$ cat src/rtl/mpc_types.sv
// Shared geometry, types and small combinational helpers for the return crossbar control.
package mpc_types;

  localparam int RTN_NBANK  = 4;
  localparam int RTN_NCH    = 3;
  localparam int RTN_NENTRY = 8;

  typedef logic [2:0] rtnEntry_t;
  typedef logic [1:0] rtnCh_t;

  typedef struct packed {
    logic [7:0] rsvd;
  } mpc_cfg_t;

  // Lowest free entry; falls back to 0 when every entry is taken.
  function automatic rtnEntry_t first_free(input logic [RTN_NENTRY-1:0] ev);
    rtnEntry_t idx;
    idx = 3'd0;
    for (int i = RTN_NENTRY - 1; i >= 0; i--) begin
      idx = ev[i] ? idx : rtnEntry_t'(i);
    end
    return idx;
  endfunction

  // Round-robin pick starting just after the last granted bank.
  function automatic logic [RTN_NBANK-1:0] rr_grant(input logic [RTN_NBANK-1:0] req,
                                                    input logic [1:0] last);
    logic [RTN_NBANK-1:0] gnt;
    logic [1:0]           idx;
    gnt = 4'b0000;
    for (int k = RTN_NBANK; k >= 1; k--) begin
      idx = last + 2'(k);
      gnt = req[idx] ? (4'b0001 << idx) : gnt;
    end
    return gnt;
  endfunction

  function automatic logic [1:0] oh_to_idx(input logic [RTN_NBANK-1:0] oh);
    logic [1:0] idx;
    idx = 2'd0;
    for (int i = 0; i < RTN_NBANK; i++) begin
      idx = oh[i] ? 2'(i) : idx;
    end
    return idx;
  endfunction

endpackage

$ cat src/rtl/rtn_xbar_ctrl_bank.sv
// Per-bank allocator: entry-valid vector, occupancy and three per-channel entry-index FIFOs.
module rtn_xbar_ctrl_bank
  import mpc_types::*;
(
  input  logic                           clk,
  input  logic                           rst_n,
  input  logic                           hs,
  input  rtnCh_t                         ch_id,
  input  logic [RTN_NCH-1:0]             pop,
  output logic                           ready,
  output rtnEntry_t                      w_ptr,
  output logic [RTN_NCH-1:0]             nonempty,
  output logic [RTN_NCH*RTN_NENTRY-1:0]  head_1hot
);

  logic [RTN_NENTRY-1:0] ev_r;
  logic [RTN_NENTRY-1:0] set_s;
  logic [RTN_NENTRY-1:0] clr_s;
  logic [3:0]            cnt_r;
  logic [3:0]            cnt_nxt_s;
  logic [1:0]            npop_s;
  logic                  alloc_s;
  logic [RTN_NCH-1:0]    push_s;
  rtnEntry_t             mem_r  [RTN_NCH][RTN_NENTRY];
  rtnEntry_t             rd_r   [RTN_NCH];
  rtnEntry_t             wr_r   [RTN_NCH];
  logic [3:0]            fcnt_r [RTN_NCH];

  // Channel id 3 completes the handshake but allocates nothing.
  assign ready   = (cnt_r != 4'd8);
  assign w_ptr   = first_free(ev_r);
  assign alloc_s = hs && (ch_id != 2'd3);

  // FIFO heads presented to the arbiters, from registered state only.
  always_comb begin
    for (int j = 0; j < RTN_NCH; j++) begin
      nonempty[j] = (fcnt_r[j] != 4'd0);
      head_1hot[j*RTN_NENTRY +: RTN_NENTRY] = nonempty[j] ? (8'd1 << mem_r[j][rd_r[j]]) : 8'd0;
    end
  end

  // Next-state terms for allocation and release.
  always_comb begin
    clr_s  = 8'd0;
    npop_s = 2'd0;
    for (int j = 0; j < RTN_NCH; j++) begin
      push_s[j] = alloc_s && (ch_id == rtnCh_t'(j));
      clr_s     = clr_s | (pop[j] ? (8'd1 << mem_r[j][rd_r[j]]) : 8'd0);
      npop_s    = npop_s + {1'b0, pop[j]};
    end
    set_s     = alloc_s ? (8'd1 << w_ptr) : 8'd0;
    cnt_nxt_s = cnt_r + {3'd0, alloc_s} - {2'd0, npop_s};
  end

  // Occupancy and FIFO pointer state.
  always_ff @(posedge clk or negedge rst_n) begin
    if (!rst_n) begin
      ev_r  <= 8'd0;
      cnt_r <= 4'd0;
      for (int j = 0; j < RTN_NCH; j++) begin
        rd_r[j]   <= 3'd0;
        wr_r[j]   <= 3'd0;
        fcnt_r[j] <= 4'd0;
      end
    end else begin
      ev_r  <= (ev_r & ~clr_s) | set_s;
      cnt_r <= cnt_nxt_s;
      for (int j = 0; j < RTN_NCH; j++) begin
        rd_r[j]   <= rd_r[j] + {2'd0, pop[j]};
        wr_r[j]   <= wr_r[j] + {2'd0, push_s[j]};
        fcnt_r[j] <= fcnt_r[j] + {3'd0, push_s[j]} - {3'd0, pop[j]};
      end
    end
  end

  // FIFO storage; contents are only meaningful behind a non-zero count.
  always_ff @(posedge clk) begin
    for (int j = 0; j < RTN_NCH; j++) begin
      if (push_s[j]) begin
        mem_r[j][wr_r[j]] <= w_ptr;
      end
    end
  end

`ifdef RTN_XBAR_CTRL_ASSERT_EN
  a_no_ch3:   assert property (@(posedge clk) disable iff (!rst_n) hs |-> (ch_id != 2'd3));
  a_cnt_max:  assert property (@(posedge clk) disable iff (!rst_n) cnt_r <= 4'd8);
  a_ev_cnt:   assert property (@(posedge clk) disable iff (!rst_n) $countones(ev_r) == int'(cnt_r));
  a_rel_live: assert property (@(posedge clk) disable iff (!rst_n) (clr_s & ~ev_r) == 8'd0);
`endif

endmodule

$ cat src/rtl/rtn_xbar_ctrl.sv
// Return crossbar control top: per-bank allocators plus one round-robin arbiter per channel.
// Optional SVA checks are compiled in with RTN_XBAR_CTRL_ASSERT_EN.
module rtn_xbar_ctrl
  import mpc_types::*;
(
  input  mpc_cfg_t     Cfg,
  input  logic         clk,
  input  logic         rst_n,
  input  logic [3:0]   d_bank_rsp_valid,
  input  logic [7:0]   d_bank_rsp_channel_id,
  output logic [3:0]   d_bank_rsp_ready,
  output logic [11:0]  bank_w_ptr,
  input  logic [2:0]   u_ch_rsp_ready,
  output logic [2:0]   u_ch_rsp_valid,
  output logic [11:0]  ch_bank_1hot_id,
  output logic [95:0]  bank_ch_r_entry_1hot_id
);

  logic [RTN_NCH-1:0]   nonempty_s [RTN_NBANK];
  logic [RTN_NCH-1:0]   pop_s      [RTN_NBANK];
  logic [RTN_NBANK-1:0] req_s      [RTN_NCH];
  logic [RTN_NBANK-1:0] gnt_s      [RTN_NCH];
  logic [1:0]           last_r     [RTN_NCH];
  logic [RTN_NCH-1:0]   cs_s;
  logic                 unused_cfg_s;

  assign unused_cfg_s = ^Cfg;

  for (genvar b = 0; b < RTN_NBANK; b++) begin : g_bank
    rtn_xbar_ctrl_bank u_bank (
      .clk       (clk),
      .rst_n     (rst_n),
      .hs        (d_bank_rsp_valid[b] & d_bank_rsp_ready[b]),
      .ch_id     (d_bank_rsp_channel_id[2*b +: 2]),
      .pop       (pop_s[b]),
      .ready     (d_bank_rsp_ready[b]),
      .w_ptr     (bank_w_ptr[3*b +: 3]),
      .nonempty  (nonempty_s[b]),
      .head_1hot (bank_ch_r_entry_1hot_id[24*b +: 24])
    );
  end

  // Channel arbitration; valid is independent of the channel's ready.
  always_comb begin
    for (int j = 0; j < RTN_NCH; j++) begin
      for (int b = 0; b < RTN_NBANK; b++) begin
        req_s[j][b] = nonempty_s[b][j];
      end
      gnt_s[j]                  = rr_grant(req_s[j], last_r[j]);
      u_ch_rsp_valid[j]         = |req_s[j];
      ch_bank_1hot_id[4*j +: 4] = gnt_s[j];
      cs_s[j]                   = u_ch_rsp_valid[j] & u_ch_rsp_ready[j];
    end
    for (int b = 0; b < RTN_NBANK; b++) begin
      for (int j = 0; j < RTN_NCH; j++) begin
        pop_s[b][j] = cs_s[j] & gnt_s[j][b];
      end
    end
  end

  // Last-grant pointers start at bank 3 so bank 0 wins first.
  always_ff @(posedge clk or negedge rst_n) begin
    if (!rst_n) begin
      for (int j = 0; j < RTN_NCH; j++) begin
        last_r[j] <= 2'd3;
      end
    end else begin
      for (int j = 0; j < RTN_NCH; j++) begin
        if (cs_s[j]) begin
          last_r[j] <= oh_to_idx(gnt_s[j]);
        end
      end
    end
  end

`ifdef RTN_XBAR_CTRL_ASSERT_EN
  for (genvar j = 0; j < RTN_NCH; j++) begin : g_gnt_chk
    a_gnt_oh: assert property (@(posedge clk) disable iff (!rst_n) $onehot0(gnt_s[j]));
  end
`endif

endmodule

$ cat config.mk
export PLATFORM = sky130hd
export DESIGN_NAME = rtn_xbar_ctrl
export DESIGN_NICKNAME = d
export VERILOG_FILES = /design/src/rtl/mpc_types.sv /design/src/rtl/rtn_xbar_ctrl_bank.sv /design/src/rtl/rtn_xbar_ctrl.sv
export SDC_FILE = /design/constraint.sdc
export NUM_CORES = 1
export LEC_CHECK = 0
export CORE_ASPECT_RATIO = 2
export CORE_MARGIN = 8
export CORE_UTILIZATION = 55
export DETAILED_ROUTE_END_ITERATION = 6
export GPL_ROUTABILITY_DRIVEN = 0
export PLACE_DENSITY = 0.75
export SLEW_MARGIN = 0
export SYNTH_ARGS = -nofsm -noshare
export SYNTH_HDL_FRONTEND = slang
export SYNTH_SLANG_ARGS = --single-unit
$ cat constraint.sdc
create_clock -name clk -period 6.13 [get_ports clk]
set_input_delay 0.9195 -clock clk [delete_from_list [all_inputs] [get_ports clk]]
set_output_delay 0.9195 -clock clk [all_outputs]
set_load 0.005 [all_outputs]
Yosys cells after proc, flatten, opt, wreduce, memory -nomap -nowiden
Memories as Yosys holds them, arrays and structs flattened.
Index checks and enable logic that the tools add are counted.
Storage, ports and cells
  bits in writable memories: 288
  flip-flop bits (word level): 174
  memories: 4
  logic and storage cells: 547
Cells by class
  reduce and logical (&&, ||, !) cells: 55
  muxes and demuxes: 213
  $add $sub $neg: 73
  shift-type cells: 28
  magnitude comparators: 48
  equal/unequal tests: 16
  bitwise gates (word level): 63
Memories
  g_bank[0].u_bank.mem_r: depth 3, bits a word 24, read ports 3, clocked after Yosys merged registers in 0, wr ports 1, RTL line rtn_xbar_ctrl_bank.sv:24  | rtnEntry_t mem_r [RTN_NCH][RTN_NENTRY];
  g_bank[1].u_bank.mem_r: depth 3, bits a word 24, read ports 3, clocked after Yosys merged registers in 0, wr ports 1, RTL line rtn_xbar_ctrl_bank.sv:24
  g_bank[2].u_bank.mem_r: depth 3, bits a word 24, read ports 3, clocked after Yosys merged registers in 0, wr ports 1, RTL line rtn_xbar_ctrl_bank.sv:24
  g_bank[3].u_bank.mem_r: depth 3, bits a word 24, read ports 3, clocked after Yosys merged registers in 0, wr ports 1, RTL line rtn_xbar_ctrl_bank.sv:24
Operators with widths (number)
  2-to-1 mux 24 bit: 28
  2-to-1 mux 8 bit: 28
  2-to-1 mux 3 bit: 68
  OR reduction 24 bit: 8
  left shift 1 x 3 -> 8 bit, first input constant: 16
  binary-select mux 3 bit (select 3 bit): 12
  demux 3 bit (select 3 bit): 12
  >= comparator 4 bit, second input constant: 24
  NOT 3 -> 4 bit: 24
  bitwise OR 8 bit: 12
  adder 3 x 1 -> 3 bit: 24
  adder 4 x 1 -> 4 bit: 16
  < comparator 4 x 1 -> 1 bit, second input constant: 12
  2-to-1 mux 4 bit: 12
  nonzero test 4 bit: 12
  left shift 1 x 2 -> 4 bit, first input constant: 12
  subtractor 4 x 1 -> 4 bit: 12
  < comparator 2 x 3 -> 1 bit, second input constant: 12
  AND 8 bit: 4
  NOT 8 bit: 4
  logical AND 1 bit: 28
  2-to-1 mux 2 bit: 14
  2-to-1 mux 1 bit: 27
  binary-select mux 1 bit (select 2 bit): 12
  other kinds (12): 63

Longest topological paths before layout
  depth after elaboration: 14
  gate-level depth with buffers: 18
  gate-level depth less buffers: 15

By module
From an unflattened synthesis, not the netlist that was laid out.
Second synthesis, totals
  cells, all modules: 1800
  area total of the unflattened synthesis: 23187.2 µm²
Modules (own cells, without submodules)
  rtn_xbar_ctrl_bank (g_bank[0].u_bank ...): cells an instance 396, area an instance 5360.1 µm², seq. area each 3213.1 µm², times used 3
  rtn_xbar_ctrl_bank (g_bank[3].u_bank): cells an instance 402, area an instance 5377.7 µm², seq. area each 3213.1 µm², times used 1
  rtn_xbar_ctrl: cells an instance 210, area an instance 1729.2 µm², seq. area each 157.7 µm², times used 1

Worst setup path before layout
No wires, ideal clock.
  path type: register -> register
  start point: register last_r[3] (netlist bit)
  end point: register g_bank[2].u_bank.cnt_r[3]
  required time: 6.008 ns
  cell stages (with the launch flop): 16
  data arrival time: 4.696 ns
  setup time: 0.122 ns
  slack: 1.312 ns
  clock period less this slack: 4.818 ns
  cells stage by stage: dfstp_2 -> clkbuf_1 -> inv_1 -> ha_1 -> mux4_2 -> o21ai_0 -> a31oi_1 -> o31ai_2 -> and2_1 -> ha_1 -> fa_1 -> inv_1 -> fa_1 -> ha_1 -> fa_1 -> xor2_1
On the way
  longest elaborated chain between the ends: 10
  elaborated cells on any way between the ends: 23
  those cells by class: add/sub: 6; shift: 4; mux: 12; bitwise: 1
RTL lines
  from (decl): RTL line rtn_xbar_ctrl.sv:23  | logic [1:0] last_r [RTN_NCH];
  from (signal, indexed assignment): RTL line rtn_xbar_ctrl.sv:70  | last_r[j] <= oh_to_idx(gnt_s[j]);
  adder 2 bit or binary-select mux 1 bit (select 2 bit) (tied branches): RTL line mpc_types.sv:32, mpc_types.sv:33
  binary-select mux 1 bit (select 2 bit) or 2-to-1 mux 1 bit (tied branches): RTL line mpc_types.sv:33  | gnt = req[idx] ? (4'b0001 << idx) : gnt;
  2-to-1 mux 1 bit (not written as such) or 2-to-1 mux 4 bit (tied branches): RTL line mpc_types.sv:33
  2-to-1 mux 4 bit (2 in series): RTL line mpc_types.sv:33
  2-to-1 mux 4 bit *: RTL line mpc_types.sv:33
  net ch_bank_1hot_id[6]: RTL line rtn_xbar_ctrl.sv:15  | output logic [11:0] ch_bank_1hot_id,
  AND 1 bit *: RTL line rtn_xbar_ctrl.sv:56  | pop_s[b][j] = cs_s[j] & gnt_s[j][b];
  adder 1 x 1 -> 2 bit *: RTL line rtn_xbar_ctrl_bank.sv:49  | npop_s = npop_s + {1'b0, pop[j]};
  adder 2 x 1 -> 2 bit *: RTL line rtn_xbar_ctrl_bank.sv:49
  subtractor 4 x 2 -> 4 bit *: RTL line rtn_xbar_ctrl_bank.sv:52  | cnt_nxt_s = cnt_r + {3'd0, alloc_s} - {2'd0, npop_s};
  net g_bank[2].u_bank.cnt_nxt_s[3]: RTL line rtn_xbar_ctrl_bank.sv:20  | logic [3:0] cnt_nxt_s;
  to (signal assigned): RTL line rtn_xbar_ctrl_bank.sv:67  | cnt_r <= cnt_nxt_s;
  to (decl): RTL line rtn_xbar_ctrl_bank.sv:19  | logic [3:0] cnt_r;
Mark *: on every way through the listed nets, which the timed path passes. The rest lies on a longest branch. The select of a mux whose other input is x is not followed.
A chain may end at the register's enable or synchronous reset.

Worst setup path in the final report
  start point: register last_r[4] (netlist bit)
  end point: register g_bank[3].u_bank.cnt_r[3]
On the way
  longest elaborated chain between the ends: 10
  elaborated cells on any way between the ends: 23
  those cells by class: add/sub: 6; shift: 4; mux: 12; bitwise: 1
RTL lines (RTL line)
  adder 2 bit or binary-select mux 1 bit (select 2 bit) (tied branches): mpc_types.sv:32, mpc_types.sv:33
  binary-select mux 1 bit (select 2 bit) or 2-to-1 mux 1 bit (tied branches): mpc_types.sv:33
  2-to-1 mux 1 bit (not written as such) or 2-to-1 mux 4 bit (tied branches): mpc_types.sv:33
  2-to-1 mux 4 bit (2 in series): mpc_types.sv:33
  2-to-1 mux 4 bit *: mpc_types.sv:33
  AND 1 bit *: rtn_xbar_ctrl.sv:56
  adder 1 x 1 -> 2 bit *: rtn_xbar_ctrl_bank.sv:49
  adder 2 x 1 -> 2 bit *: rtn_xbar_ctrl_bank.sv:49
  subtractor 4 x 2 -> 4 bit *: rtn_xbar_ctrl_bank.sv:52
  net g_bank[3].u_bank.cnt_nxt_s[3]: rtn_xbar_ctrl_bank.sv:20
  to (signal assigned): rtn_xbar_ctrl_bank.sv:67
  to (decl): rtn_xbar_ctrl_bank.sv:19
Marks and branches as above.

==> impl_metrics.csv <==
group,metric,value,unit
run_status,status,"finished, final reports clean",
clocking,cts_root_buf,"clkbuf_16",
synth,postSynth.asyncResetShare,0.3766,
finish,final_area,26540,um^2
finish,drive_gt1_frac,0.1285,
run,drv_cap,0,
floorplan,coreArea,41640,um^2
synth,synth_edf_count,288,
placed_design,dp_slack,940.3,ps
sta,holdWs,409.0,ps
global_route,grt_pass1_wl,82.66,mm
floorplan,dieArea,49160,um^2
sta,slew_headroom,0.3481,
finish,fillers,3166,
sta,fmax,193.3,MHz
sta,finalHoldViolations,0,
global_route,antenna_found_initial,0,
synth,yosys.area_share.simple,0.1217,
synth,synth-main-ff-cell,"edfxtp_1",
critical_path,worstSetupStartpoint,"last_r[4]",
drt,drt_iter0_markers,670,
sta,setup_ws,956.8,ps
drt,viasPerCell,5.865,
power,p_seq_frac,0.364,
sta,setup-violations-final,0,
synth,synth_mux_area_frac,0.1053,
critical_path,cp-start-kind,"flop",
power,switching_share,0.3884,
floorplan,start_util,0.5540,
clocking,cts-buffers-inserted,42,
synth,synth_top_family_by_area,"simple AND/OR/NAND/NOR gates",
power,p_int,8.952,mW
global_route,grt_overflow,0,
floorplan,num_rows,106,
clocking,ctsHoldBuffers,0,
global_route,grt_use_total,0.2132,
power,power_frac_comb,0.460,
drt,routed_wl,52.18,mm
synth,synth-compound-area-share,0.05602,
clocking,ctsLongestPathBuffers,3,
critical_path,critPathSlowestCell,"dfstp_2",
global_route,grt_pass1_vias,15890,
placed_design,dpl_cell_area,25200,um^2
critical_path,r2r_slack,960,ps
finish,post-route-util,0.6372,
drt,wire_per_inst,20.80,um
drt,drtPass1Iterations,5,
synth,synthAdderAreaFrac,0.09946,
synth,postSynthCellCount,1774,
synth,synth-xor-area-share,0.01974,
synth,ys_seq_area_frac,0.5639,
critical_path,crit_path_max_incr_delay,670,ps
clocking,cts_tree,"done",
finish,n_antenna_cell,0,
critical_path,crit_fanout,12,
critical_path,worst-path-buf-inv,3,
critical_path,crit_chain,"inv_2 -> ha_1 -> nor4b_1 -> a211o_1 -> o211ai_1 -> a31oi_1 -> mux2i_1 -> buf_4 -> nor2_1 -> ha_1 -> fa_1 -> inv_1 -> fa_1 -> ha_1 -> fa_1 -> xor2_1",
critical_path,critPathRequiredTime,6570,ps
sta,fin_tns_setup,0,ps
floorplan,num_io_pins,152,
clocking,cts-htree-levels,2,
finish,syn2layout_area_growth,15.02,%
synth,yosysUniqueCellTypes,75,
clocking,clk_latency,550,ps
placed_design,portBuffers,143,
critical_path,endpoint_kind,"flop",
worst_hold_path,min_path_type,"primary input to async pin",
sta,period_share,0.8439,
clocking,cts_num_sinks,462,
synth,synth_top_area_cell,"edfxtp_1",
power,powerDensity,551.6,nW/um^2
clocking,clk_pin_slew,70,ps
synth,synth_area,23070,um^2
sta,post-route-min-period,5173,ps
synth,synth_top_area_frac,0.3748,
clocking,cts_resized,0,
critical_path,r2r_start,"last_r[4]",
drt,vias,14720,
drt,antenna_left,0,
sta,finClkSkew,30.07,ps
floorplan,die_h,305.7,um
sta,worstMarginPinSlew,977.9,ps
synth,postSynthAreaPerCell,13.01,um^2
critical_path,crit_arrival,5610,ps
power,switching_power,5.686,mW
critical_path,cp_top_family,"adder cells",
finish,finalNetCount,2130,
power,clkPwrFrac,0.176,
floorplan,die_w,160.8,um
power,p_leak,10.42,nW
sta,rsz0062_at_grt,"no",
synth,synth.top_cells.by_area,"edfxtp_1, dfrtp_1, mux4_2",
global_route,grt_max_degree,72,
critical_path,path_class,"flop to flop",
synth,ys_ff_latch,462,
sta,maxSlewViolCount,0,
drt,drc,0,
placed_design,hpwl,39.89,mm
synth,syn-num-nets,1968,
power,max-vdd-ir-drop,0.3904,mV
clocking,postCtsSetupRepairBufs,0,
synth,synth_warnings,0,
[layer usage]
metal / vias to the layer above / part of all wire / global-route usage
met1: 7386 / 0.34 / 0.2094
met2: 427 / 0.57 / 0.4197
met4: 0 / 0.049 / 0.1125
li1: 6777 / - / -
met3: 126 / 0.042 / 0.02787
met5: - / 0 / 0
[cell type report]
cell class	instances	area, um^2	share of cell area
flip-flops and latches	462	13010	0.4902
multi-input cells	1110	9328	0.3515
repair buffers	165	1600	0.06030
clock buffers	53	1134	0.04272
well taps	540	675.6	0.02546
inverters	155	581.8	0.02192
clock inverters	24	209.0	0.007874
[power groups by stage]
stage | sequential [mW] | clock [mW] | combinational, mW
floorplan | 4.91 | 0 | 4.53
global placement | 5.33 | 0 | 6.49
detailed placement | 5.39 | 0 | 6.75
CTS | 5.33 | 2.62 | 6.80
global route | 5.46 | 2.72 | 7.46
finish | 5.33 | 2.58 | 6.73
[cells by family (layout without fill, tap and decap cells)]
| kind of cell | count (synthesis) | after routing |
|---|---|---|
| DFF | 462 | 462 |
| xor gates and xnor gates | 52 | 52 |
| adders and majority gates | 169 | 169 |
| AOI/OAI and AO/OA | 169 | 169 |
| and+or+nand+nor | 585 | 585 |
| muxes | 135 | 135 |
| buffers and inverters | 202 | 397 |
[through the flow]
stage,instances,power [mW]
after floorplan,1774,9.441
after global placement,2432,11.82
after detailed placement,2432,12.14
after CTS,2509,14.75
after global routing,2509,15.64
final,2509,14.64
[registers in the layout (all words and copies together) (netlist names)]
register              flops
g_bank.u_bank.fcnt_r     48
g_bank.u_bank.cnt_r      16
g_bank.u_bank.wr_r       36
g_bank.u_bank.ev_r       32
g_bank.u_bank.rd_r       36
g_bank.u_bank.mem_r     288
last_r                    6
[cell usage in the layout, fill, tap and decap left out, types with 40 or more instances in the layout]
cell	synthesis	final
clkbuf_16	0	43
clkdlybuf4s50_1	0	142
dfrtp_1	168	168
edfxtp_1	288	288
ha_1	145	145
inv_1	153	153
mux4_2	84	84
nand2_1	125	125
nand2b_1	54	54
nor2_1	203	203
nor3_1	76	76
xor2_1	40	40
[synthesized netlist by cell type, types with 4 or more instances]
| master | count |
|---|---|
| fa_1 | 24 |
| nor2b_1 | 5 |
| buf_4 | 5 |
| nand2b_1 | 54 |
| edfxtp_1 | 288 |
| nand4_1 | 10 |
| a2111oi_0 | 4 |
| xor2_1 | 40 |
| dfrtp_1 | 168 |
| or2_2 | 16 |
| o31ai_1 | 23 |
| a31oi_1 | 11 |
| inv_1 | 153 |
| nor3_1 | 76 |
| mux2_2 | 21 |
| buf_2 | 5 |
| o32ai_1 | 11 |
| mux2i_1 | 30 |
| nand3_1 | 30 |
| a21oi_1 | 23 |
| nor3b_1 | 16 |
| nor2_1 | 203 |
| mux4_2 | 84 |
| or3b_4 | 4 |
| a21o_1 | 13 |
| clkbuf_1 | 37 |
| nor4_1 | 8 |
| and2_1 | 7 |
| or3b_2 | 9 |
| nand2_1 | 125 |
| nor4b_1 | 8 |
| ha_1 | 145 |
| dfstp_2 | 6 |
| a211oi_1 | 7 |
| xnor2_1 | 12 |
| a41o_1 | 6 |
| o211ai_1 | 5 |
| o21ai_0 | 16 |
| or3_1 | 4 |
[path summary, 6_finish.rpt]
kind | end | cells past startpoint
setup / recovery | g_bank[3].u_bank.cnt_r[3] | 16
hold / removal | g_bank[3].u_bank.rd_r[8] | 1
setup reg to reg | g_bank[3].u_bank.cnt_r[3] | 16
hold reg to reg | g_bank[2].u_bank.cnt_r[0] | 1
max in group asynchronous | g_bank[0].u_bank.ev_r[2] | 2
min in group clk | g_bank[2].u_bank.cnt_r[0] | 1
No activity file was read; power rests on OpenSTA's default activity.
